`src/rtl/lsu_dmem_master_pkg.sv`:
```
// Shared types and lane helpers for the LSU data-memory master.
package lsu_dmem_master_pkg;

  localparam int unsigned DATA_W = 32;
  localparam int unsigned LANE_W = 8;

  typedef enum logic [1:0] {
    SZ_BYTE = 2'b00,
    SZ_HALF = 2'b01,
    SZ_WORD = 2'b10,
    SZ_RSVD = 2'b11
  } size_e;

  typedef enum logic [1:0] {
    ST_IDLE  = 2'b00,
    ST_READ  = 2'b01,
    ST_WRITE = 2'b10,
    ST_RESP  = 2'b11
  } state_e;

  // Captured request; the aligned word address lives in the dmem_addr register.
  typedef struct packed {
    logic              we;
    size_e             size;
    logic              uns;
    logic [1:0]        addr_lo;
    logic [DATA_W-1:0] wdata;
  } lsu_req_t;

  // Reserved size encoding behaves as a word access.
  function automatic logic size_is_word(input size_e size);
    return size[1];
  endfunction

  function automatic logic misaligned(input logic [1:0] addr_lo, input size_e size);
    return ((size == SZ_HALF) && addr_lo[0]) || (size_is_word(size) && (addr_lo != 2'b00));
  endfunction

  // Replace the addressed byte/half lanes of word with right-justified store data.
  function automatic logic [DATA_W-1:0] lane_merge(input logic [DATA_W-1:0] word,
                                                   input logic [DATA_W-1:0] data,
                                                   input logic [1:0]        addr_lo,
                                                   input size_e             size);
    logic [DATA_W-1:0] r;
    r = word;
    case (size)
      SZ_BYTE: r[{addr_lo, 3'b000} +: 8]        = data[7:0];
      SZ_HALF: r[{addr_lo[1], 4'b0000} +: 16]   = data[15:0];
      default: r                                = data;
    endcase
    return r;
  endfunction

  // Pull the addressed lanes out of word and sign/zero extend to 32 bits.
  function automatic logic [DATA_W-1:0] load_extend(input logic [DATA_W-1:0] word,
                                                    input logic [1:0]        addr_lo,
                                                    input size_e             size,
                                                    input logic              uns);
    logic [7:0]        b;
    logic [15:0]       h;
    logic [DATA_W-1:0] r;
    b = word[{addr_lo, 3'b000} +: 8];
    h = word[{addr_lo[1], 4'b0000} +: 16];
    case (size)
      SZ_BYTE: r = uns ? {24'h000000, b} : {{24{b[7]}}, b};
      SZ_HALF: r = uns ? {16'h0000, h}   : {{16{h[15]}}, h};
      default: r = word;
    endcase
    return r;
  endfunction

endpackage

```
`src/rtl/lsu_dmem_master_if.sv`:
```
// Request/response handshake plus data-memory port of the LSU.
interface lsu_dmem_master_if
  import lsu_dmem_master_pkg::*;
#(
  parameter int unsigned ADDR_W = 32
);

  logic              req_valid;
  logic              req_ready;
  logic              req_we;
  logic [1:0]        req_size;
  logic              req_unsigned;
  logic [ADDR_W-1:0] req_addr;
  logic [DATA_W-1:0] req_wdata;

  logic              resp_valid;
  logic              resp_ready;
  logic [DATA_W-1:0] resp_rdata;
  logic              resp_err;

  logic              dmem_we;
  logic [ADDR_W-1:0] dmem_addr;
  logic [DATA_W-1:0] dmem_wdata;
  logic [DATA_W-1:0] dmem_rdata;

  // The LSU side.
  modport master (
    input  req_valid, req_we, req_size, req_unsigned, req_addr, req_wdata,
    output req_ready,
    output resp_valid, resp_rdata, resp_err,
    input  resp_ready,
    output dmem_we, dmem_addr, dmem_wdata,
    input  dmem_rdata
  );

  // CPU stage plus data memory.
  modport slave (
    output req_valid, req_we, req_size, req_unsigned, req_addr, req_wdata,
    input  req_ready,
    input  resp_valid, resp_rdata, resp_err,
    output resp_ready,
    input  dmem_we, dmem_addr, dmem_wdata,
    output dmem_rdata
  );

endinterface

```
`src/rtl/lsu_lane_unit.sv`:
```
// Combinational store-merge and load-extract on one memory word.
module lsu_lane_unit
  import lsu_dmem_master_pkg::*;
(
  input  logic [DATA_W-1:0] word,
  input  logic [DATA_W-1:0] data,
  input  logic [1:0]        addr_lo,
  input  size_e             size,
  input  logic              uns,
  output logic [DATA_W-1:0] merge_c,
  output logic [DATA_W-1:0] load_c
);

  // Both results are pure functions of the current memory word.
  assign merge_c = lane_merge(word, data, addr_lo, size);
  assign load_c  = load_extend(word, addr_lo, size, uns);

endmodule

```
`src/rtl/lsu_dmem_master.sv`:
```
// Load/store initiator: sub-word accesses become aligned word reads/writes.
module lsu_dmem_master
  import lsu_dmem_master_pkg::*;
#(
  parameter int unsigned ADDR_W      = 32,
  parameter bit          ALIGN_CHECK = 1'b1
) (
  input  logic                clk,
  input  logic                rst,
  lsu_dmem_master_if.master   bus
);

  state_e            state_q;
  lsu_req_t          req_q;
  logic [DATA_W-1:0] merge_c;
  logic [DATA_W-1:0] load_c;
  logic              misaligned_c;

  assign misaligned_c = ALIGN_CHECK && misaligned(bus.req_addr[1:0], size_e'(bus.req_size));

  lsu_lane_unit u_lane (
    .word    (bus.dmem_rdata),
    .data    (req_q.wdata),
    .addr_lo (req_q.addr_lo),
    .size    (req_q.size),
    .uns     (req_q.uns),
    .merge_c (merge_c),
    .load_c  (load_c)
  );

  // Access sequencer; every handshake and memory output is registered here.
  always_ff @(posedge clk) begin
    if (rst) begin
      state_q        <= ST_IDLE;
      req_q          <= '0;
      bus.req_ready  <= 1'b1;
      bus.resp_valid <= 1'b0;
      bus.resp_err   <= 1'b0;
      bus.resp_rdata <= '0;
      bus.dmem_we    <= 1'b0;
      bus.dmem_addr  <= '0;
      bus.dmem_wdata <= '0;
    end else begin
      case (state_q)
        ST_IDLE: begin
          if (bus.req_valid) begin
            req_q.we      <= bus.req_we;
            req_q.size    <= size_e'(bus.req_size);
            req_q.uns     <= bus.req_unsigned;
            req_q.addr_lo <= bus.req_addr[1:0];
            req_q.wdata   <= bus.req_wdata;
            bus.req_ready <= 1'b0;
            if (misaligned_c) begin
              // Error responses skip memory entirely.
              state_q        <= ST_RESP;
              bus.resp_valid <= 1'b1;
              bus.resp_err   <= 1'b1;
              bus.resp_rdata <= '0;
            end else begin
              bus.dmem_addr <= {bus.req_addr[ADDR_W-1:2], 2'b00};
              if (bus.req_we && bus.req_size[1]) begin
                state_q        <= ST_WRITE;
                bus.dmem_we    <= 1'b1;
                bus.dmem_wdata <= bus.req_wdata;
              end else begin
                state_q <= ST_READ;
              end
            end
          end
        end
        ST_READ: begin
          if (req_q.we) begin
            // Sub-word store: merge into the word just read, write it back next cycle.
            state_q        <= ST_WRITE;
            bus.dmem_we    <= 1'b1;
            bus.dmem_wdata <= merge_c;
          end else begin
            state_q        <= ST_RESP;
            bus.resp_valid <= 1'b1;
            bus.resp_err   <= 1'b0;
            bus.resp_rdata <= load_c;
          end
        end
        ST_WRITE: begin
          state_q        <= ST_RESP;
          bus.dmem_we    <= 1'b0;
          bus.resp_valid <= 1'b1;
          bus.resp_err   <= 1'b0;
          bus.resp_rdata <= '0;
        end
        ST_RESP: begin
          if (bus.resp_ready) begin
            state_q        <= ST_IDLE;
            bus.resp_valid <= 1'b0;
            bus.resp_err   <= 1'b0;
            bus.resp_rdata <= '0;
            bus.req_ready  <= 1'b1;
          end
        end
        default: state_q <= ST_IDLE;
      endcase
    end
  end

endmodule

```
`src/flat_wrapper.sv`:
```
// flat-port wrapper written by rule: the top's interface ports become plain ports
module lsu_dmem_master_flat import lsu_dmem_master_pkg::*;
#(
  parameter int unsigned ADDR_W      = 32,
  parameter bit          ALIGN_CHECK = 1'b1
)
  (clk, rst, bus_req_valid, bus_req_we, bus_req_size, bus_req_unsigned, bus_req_addr, bus_req_wdata, bus_req_ready, bus_resp_valid, bus_resp_rdata, bus_resp_err, bus_resp_ready, bus_dmem_we, bus_dmem_addr, bus_dmem_wdata, bus_dmem_rdata);
  lsu_dmem_master_if #(.ADDR_W(ADDR_W)) bus_i ();
  input  logic clk;
  input  logic rst;
  input wire logic [$bits(bus_i.req_valid)-1:0] bus_req_valid;
  input wire logic [$bits(bus_i.req_we)-1:0] bus_req_we;
  input wire logic [$bits(bus_i.req_size)-1:0] bus_req_size;
  input wire logic [$bits(bus_i.req_unsigned)-1:0] bus_req_unsigned;
  input wire logic [$bits(bus_i.req_addr)-1:0] bus_req_addr;
  input wire logic [$bits(bus_i.req_wdata)-1:0] bus_req_wdata;
  output wire logic [$bits(bus_i.req_ready)-1:0] bus_req_ready;
  output wire logic [$bits(bus_i.resp_valid)-1:0] bus_resp_valid;
  output wire logic [$bits(bus_i.resp_rdata)-1:0] bus_resp_rdata;
  output wire logic [$bits(bus_i.resp_err)-1:0] bus_resp_err;
  input wire logic [$bits(bus_i.resp_ready)-1:0] bus_resp_ready;
  output wire logic [$bits(bus_i.dmem_we)-1:0] bus_dmem_we;
  output wire logic [$bits(bus_i.dmem_addr)-1:0] bus_dmem_addr;
  output wire logic [$bits(bus_i.dmem_wdata)-1:0] bus_dmem_wdata;
  input wire logic [$bits(bus_i.dmem_rdata)-1:0] bus_dmem_rdata;
  assign bus_i.req_valid = bus_req_valid;
  assign bus_i.req_we = bus_req_we;
  assign bus_i.req_size = bus_req_size;
  assign bus_i.req_unsigned = bus_req_unsigned;
  assign bus_i.req_addr = bus_req_addr;
  assign bus_i.req_wdata = bus_req_wdata;
  assign bus_req_ready = bus_i.req_ready;
  assign bus_resp_valid = bus_i.resp_valid;
  assign bus_resp_rdata = bus_i.resp_rdata;
  assign bus_resp_err = bus_i.resp_err;
  assign bus_i.resp_ready = bus_resp_ready;
  assign bus_dmem_we = bus_i.dmem_we;
  assign bus_dmem_addr = bus_i.dmem_addr;
  assign bus_dmem_wdata = bus_i.dmem_wdata;
  assign bus_i.dmem_rdata = bus_dmem_rdata;
  lsu_dmem_master #(.ADDR_W(ADDR_W), .ALIGN_CHECK(ALIGN_CHECK)) u_core (.clk(clk), .rst(rst), .bus(bus_i));
endmodule
```
`config.mk`:
```
export PLATFORM = sky130hd
export DESIGN_NAME = lsu_dmem_master_flat
export DESIGN_NICKNAME = d
export VERILOG_FILES = /design/src/rtl/lsu_dmem_master_pkg.sv /design/src/rtl/lsu_dmem_master_if.sv /design/src/rtl/lsu_lane_unit.sv /design/src/rtl/lsu_dmem_master.sv /design/src/flat_wrapper.sv
export SDC_FILE = /design/constraint.sdc
export NUM_CORES = 1
export LEC_CHECK = 0
export CAP_MARGIN = 40
export CORE_ASPECT_RATIO = 1.25
export CORE_MARGIN = 2
export CORE_UTILIZATION = 25
export CTS_BUF_LIST = sky130_fd_sc_hd__clkbuf_4
export CTS_CLUSTER_SIZE = 14
export DETAILED_ROUTE_END_ITERATION = 8
export HOLD_SLACK_MARGIN = 0.15
export PLACE_DENSITY_LB_ADDON = 0.3
export SLEW_MARGIN = 40
export SYNTH_ARGS = -nofsm -noshare
export SYNTH_HDL_FRONTEND = slang
export SYNTH_SLANG_ARGS = --single-unit
```
`constraint.sdc`:
```
create_clock -name clk -period 3.1 [get_ports clk]
set_input_delay 0.465 -clock clk [delete_from_list [all_inputs] [get_ports clk]]
set_output_delay 0.465 -clock clk [all_outputs]
set_load 0.01 [all_outputs]
```
==> run metrics <==
status=finished clean; initial antenna violation count=2; Final nets=1085; final setup TNS=0 ns; critical path fanouts, max=15; Starting Density=25.46%; Yosys top cell area share=41.71%; Critical Path RT=3.57 ns; number of max-cap violations=0; Synth cell types=58; DP Worst Slack=0.5210 ns; VDD IR max=287.4 uV; Post-synth top flop=dfxtp_1; post-CTS setup buffer count=0; register bit total from synthesis=138; global-route wire length before repair=38.12 mm; critical path class=register to register; Final Hold Viols=0; period utilisation layout=74.67%; half-perimeter wire length after placement=18.55 mm; clock-pin slew on the worst setup and hold paths=0.14 ns; Bufs on Longest Clock Path=2; worst slew pin tran=0.7481 ns; violation count after the first detailed-route iteration=448; DRC Markers=0; Die H=186.0 um; Max Clk Rate=432.0 MHz; Leak=0.003280 uW; nature of the critical path endpoint=register; sequential area share after synthesis=41.71%; die area=27820 sq um; async set or reset register ratio after synthesis=0%; post-route cell area=9246 sq um; via count=6640; Slew Viols, Final=0; DIE WIDTH=149.6 um; GRT Overall Usage=18.01%; Hold WC Path Type=input pin to register; Post-synth EDFFs=0; largest net degree at the start of global routing=46; Pwr Density=637.0 nW/um^2; placed cell area=8949 sq um; share of cells above drive strength 1=8.435%; final RePlAce weighted congestion=0.8635; average size of a mapped cell=8.332 sq um; crit path DAT=2.78 ns; TritonRoute pass-1 iters=5; CTS tree=done; CTS Sinks=138; vias per cell=5.008; clock period minus worst slack=2.315 ns; aggregate routed wire length=24.97 mm; cts hold-fix bufs=0; TritonCTS Buffers=17; Port Buffers=201; Fin Clk Skew=0.02141 ns; vias in the first global route=6607; GRT overflow=0; Detail Route Antenna Nets=0; Post-Synthesis Cells=795; Startpoint Class=register; RSZ-0062 raised after global routing=no; leading area contributor after synthesis=dfxtp_1; Clock Latency Late Sink=0.55 ns; row cnt=66; setup slack after layout=0.7851 ns; relative max-transition margin=49.75%; routed wire length per instance=18.83 um; Root Driver=clkbuf_4; CTS resizes=0; I/O pin total=204; CTS H-Tree Depth=4; Area Growth Syn to Fin=39.59%; core area=26010 sq um; Post-Syn Area=6624 sq um; setup violators final=0; Yosys Warn Count=0; final hold slack=0.2810 ns; top post-synthesis cells by area=dfxtp_1, nand2_1, a21oi_1
sequential cells by signal, summed over array words and instances (netlist names):
name	cells
u_core.req_q	38
u_core.bus.dmem_wdata	32
u_core.bus.resp_rdata	32
u_core.bus.dmem_addr	30
u_core.state_q	2
u_core.bus.dmem_we	1
u_core.bus.req_ready	1
u_core.bus.resp_err	1
u_core.bus.resp_valid	1
power by group:
| group | total, uW | internal (uW) | switching (uW) |
|---|---|---|---|
| clock network | 1260 | 542 | 720 |
| logic | 2350 | 1020 | 1320 |
| registers | 2280 | 2040 | 242 |
kinds of logic after synthesis:
logic type	after synthesis	share of synthesized area [%]
buffers and inverters	71	4.703
other	1	0.05661
DFF	138	41.71
adders and majority gates	10	1.889
muxes	14	2.531
and+or+nand+nor	298	20.31
AOI/OAI and AO/OA	263	28.81
critical path, stage by stage, from the launching register on:
cell	delay, ns
dfxtp_1	0.71
nand2_1	0.35
o2bb2ai_1	0.63
a221oi_1	0.26
o31ai_1	0.27
worst paths after layout:
path | from | slack (ns) | to | depth (start not counted)
max | u_core.req_q[35] | 0.79 | u_core.bus.dmem_wdata[21] | 4
min | rst | 0.28 | u_core.bus.dmem_addr[11] | 2
max reg2reg | u_core.req_q[35] | 0.79 | u_core.bus.dmem_wdata[21] | 4
min reg2reg | u_core.bus.dmem_wdata[5] | 0.46 | u_core.bus.dmem_wdata[5] | 2
cell usage in the layout (no fill, tap or decap), types with 17 or more instances in the layout:
cell,n
dfxtp_1,137
clkbuf_4,17
clkdlybuf4s50_1,200
nand2_1,189
a21oi_1,88
o31ai_1,21
a22o_1,20
nor2_1,34
buf_4,20
a21o_1,19
a32o_1,18
a221oi_1,26
per-layer routing:
layer	GRT usage, %	routed length (um)	share of wire (%)	vias up
met1	21.57	10180	41	3113
met3	5.319	2098	8.4	40
li1	-	-	-	3208
met2	29.87	11820	47	277
met4	7.771	854	3.4	2
met5	0	16	0.064	-
Yosys cell counts (3+ instances only):
library cell  number
o32a_1             4
ha_1              10
buf_1              4
a21oi_1           88
o31ai_1           21
nor3_2             3
a211o_1            8
inv_1              6
or2_2              7
nand2b_1          14
and2_1             6
a21boi_0           7
nor2_1            36
and3_1             3
a22o_1            20
a21o_1            19
o211ai_1           3
a221oi_1          26
a32o_1            18
a2bb2oi_1          4
mux2_2            12
buf_2             24
clkbuf_1          34
dfxtp_1          138
and2_0             4
nand2_1          189
nand3_1            8
o21ai_0            6
nor2b_1           10
a211oi_1           7
o21ai_1            7
a221o_1           15
area by class of cell:
type                            count  area (sq um)
Clock inverter                     15         157.7
Fill cell                        2779         16770
Sequential cell                   138          2764
Antenna cell                        2         5.005
Timing Repair Buffer              221          2157
Inverter                            6         22.52
Tap cell                          340         425.4
Clock buffer                       17         127.6
Multi-Input combinational cell    587          3587
stage by stage:
stage | total power, uW | util (%) | instances
6_report | 5890 | 35.55 | 1326
5_1_grt | 6259 | 35.55 | 1326
3_3_place_gp | 4642 | 34.35 | 1291
2_1_floorplan | 3674 | - | 796
4_1_cts | 5932 | 35.50 | 1323
3_5_place_dp | 4657 | 34.40 | 1291
No activity file was read; power rests on OpenSTA's default activity.
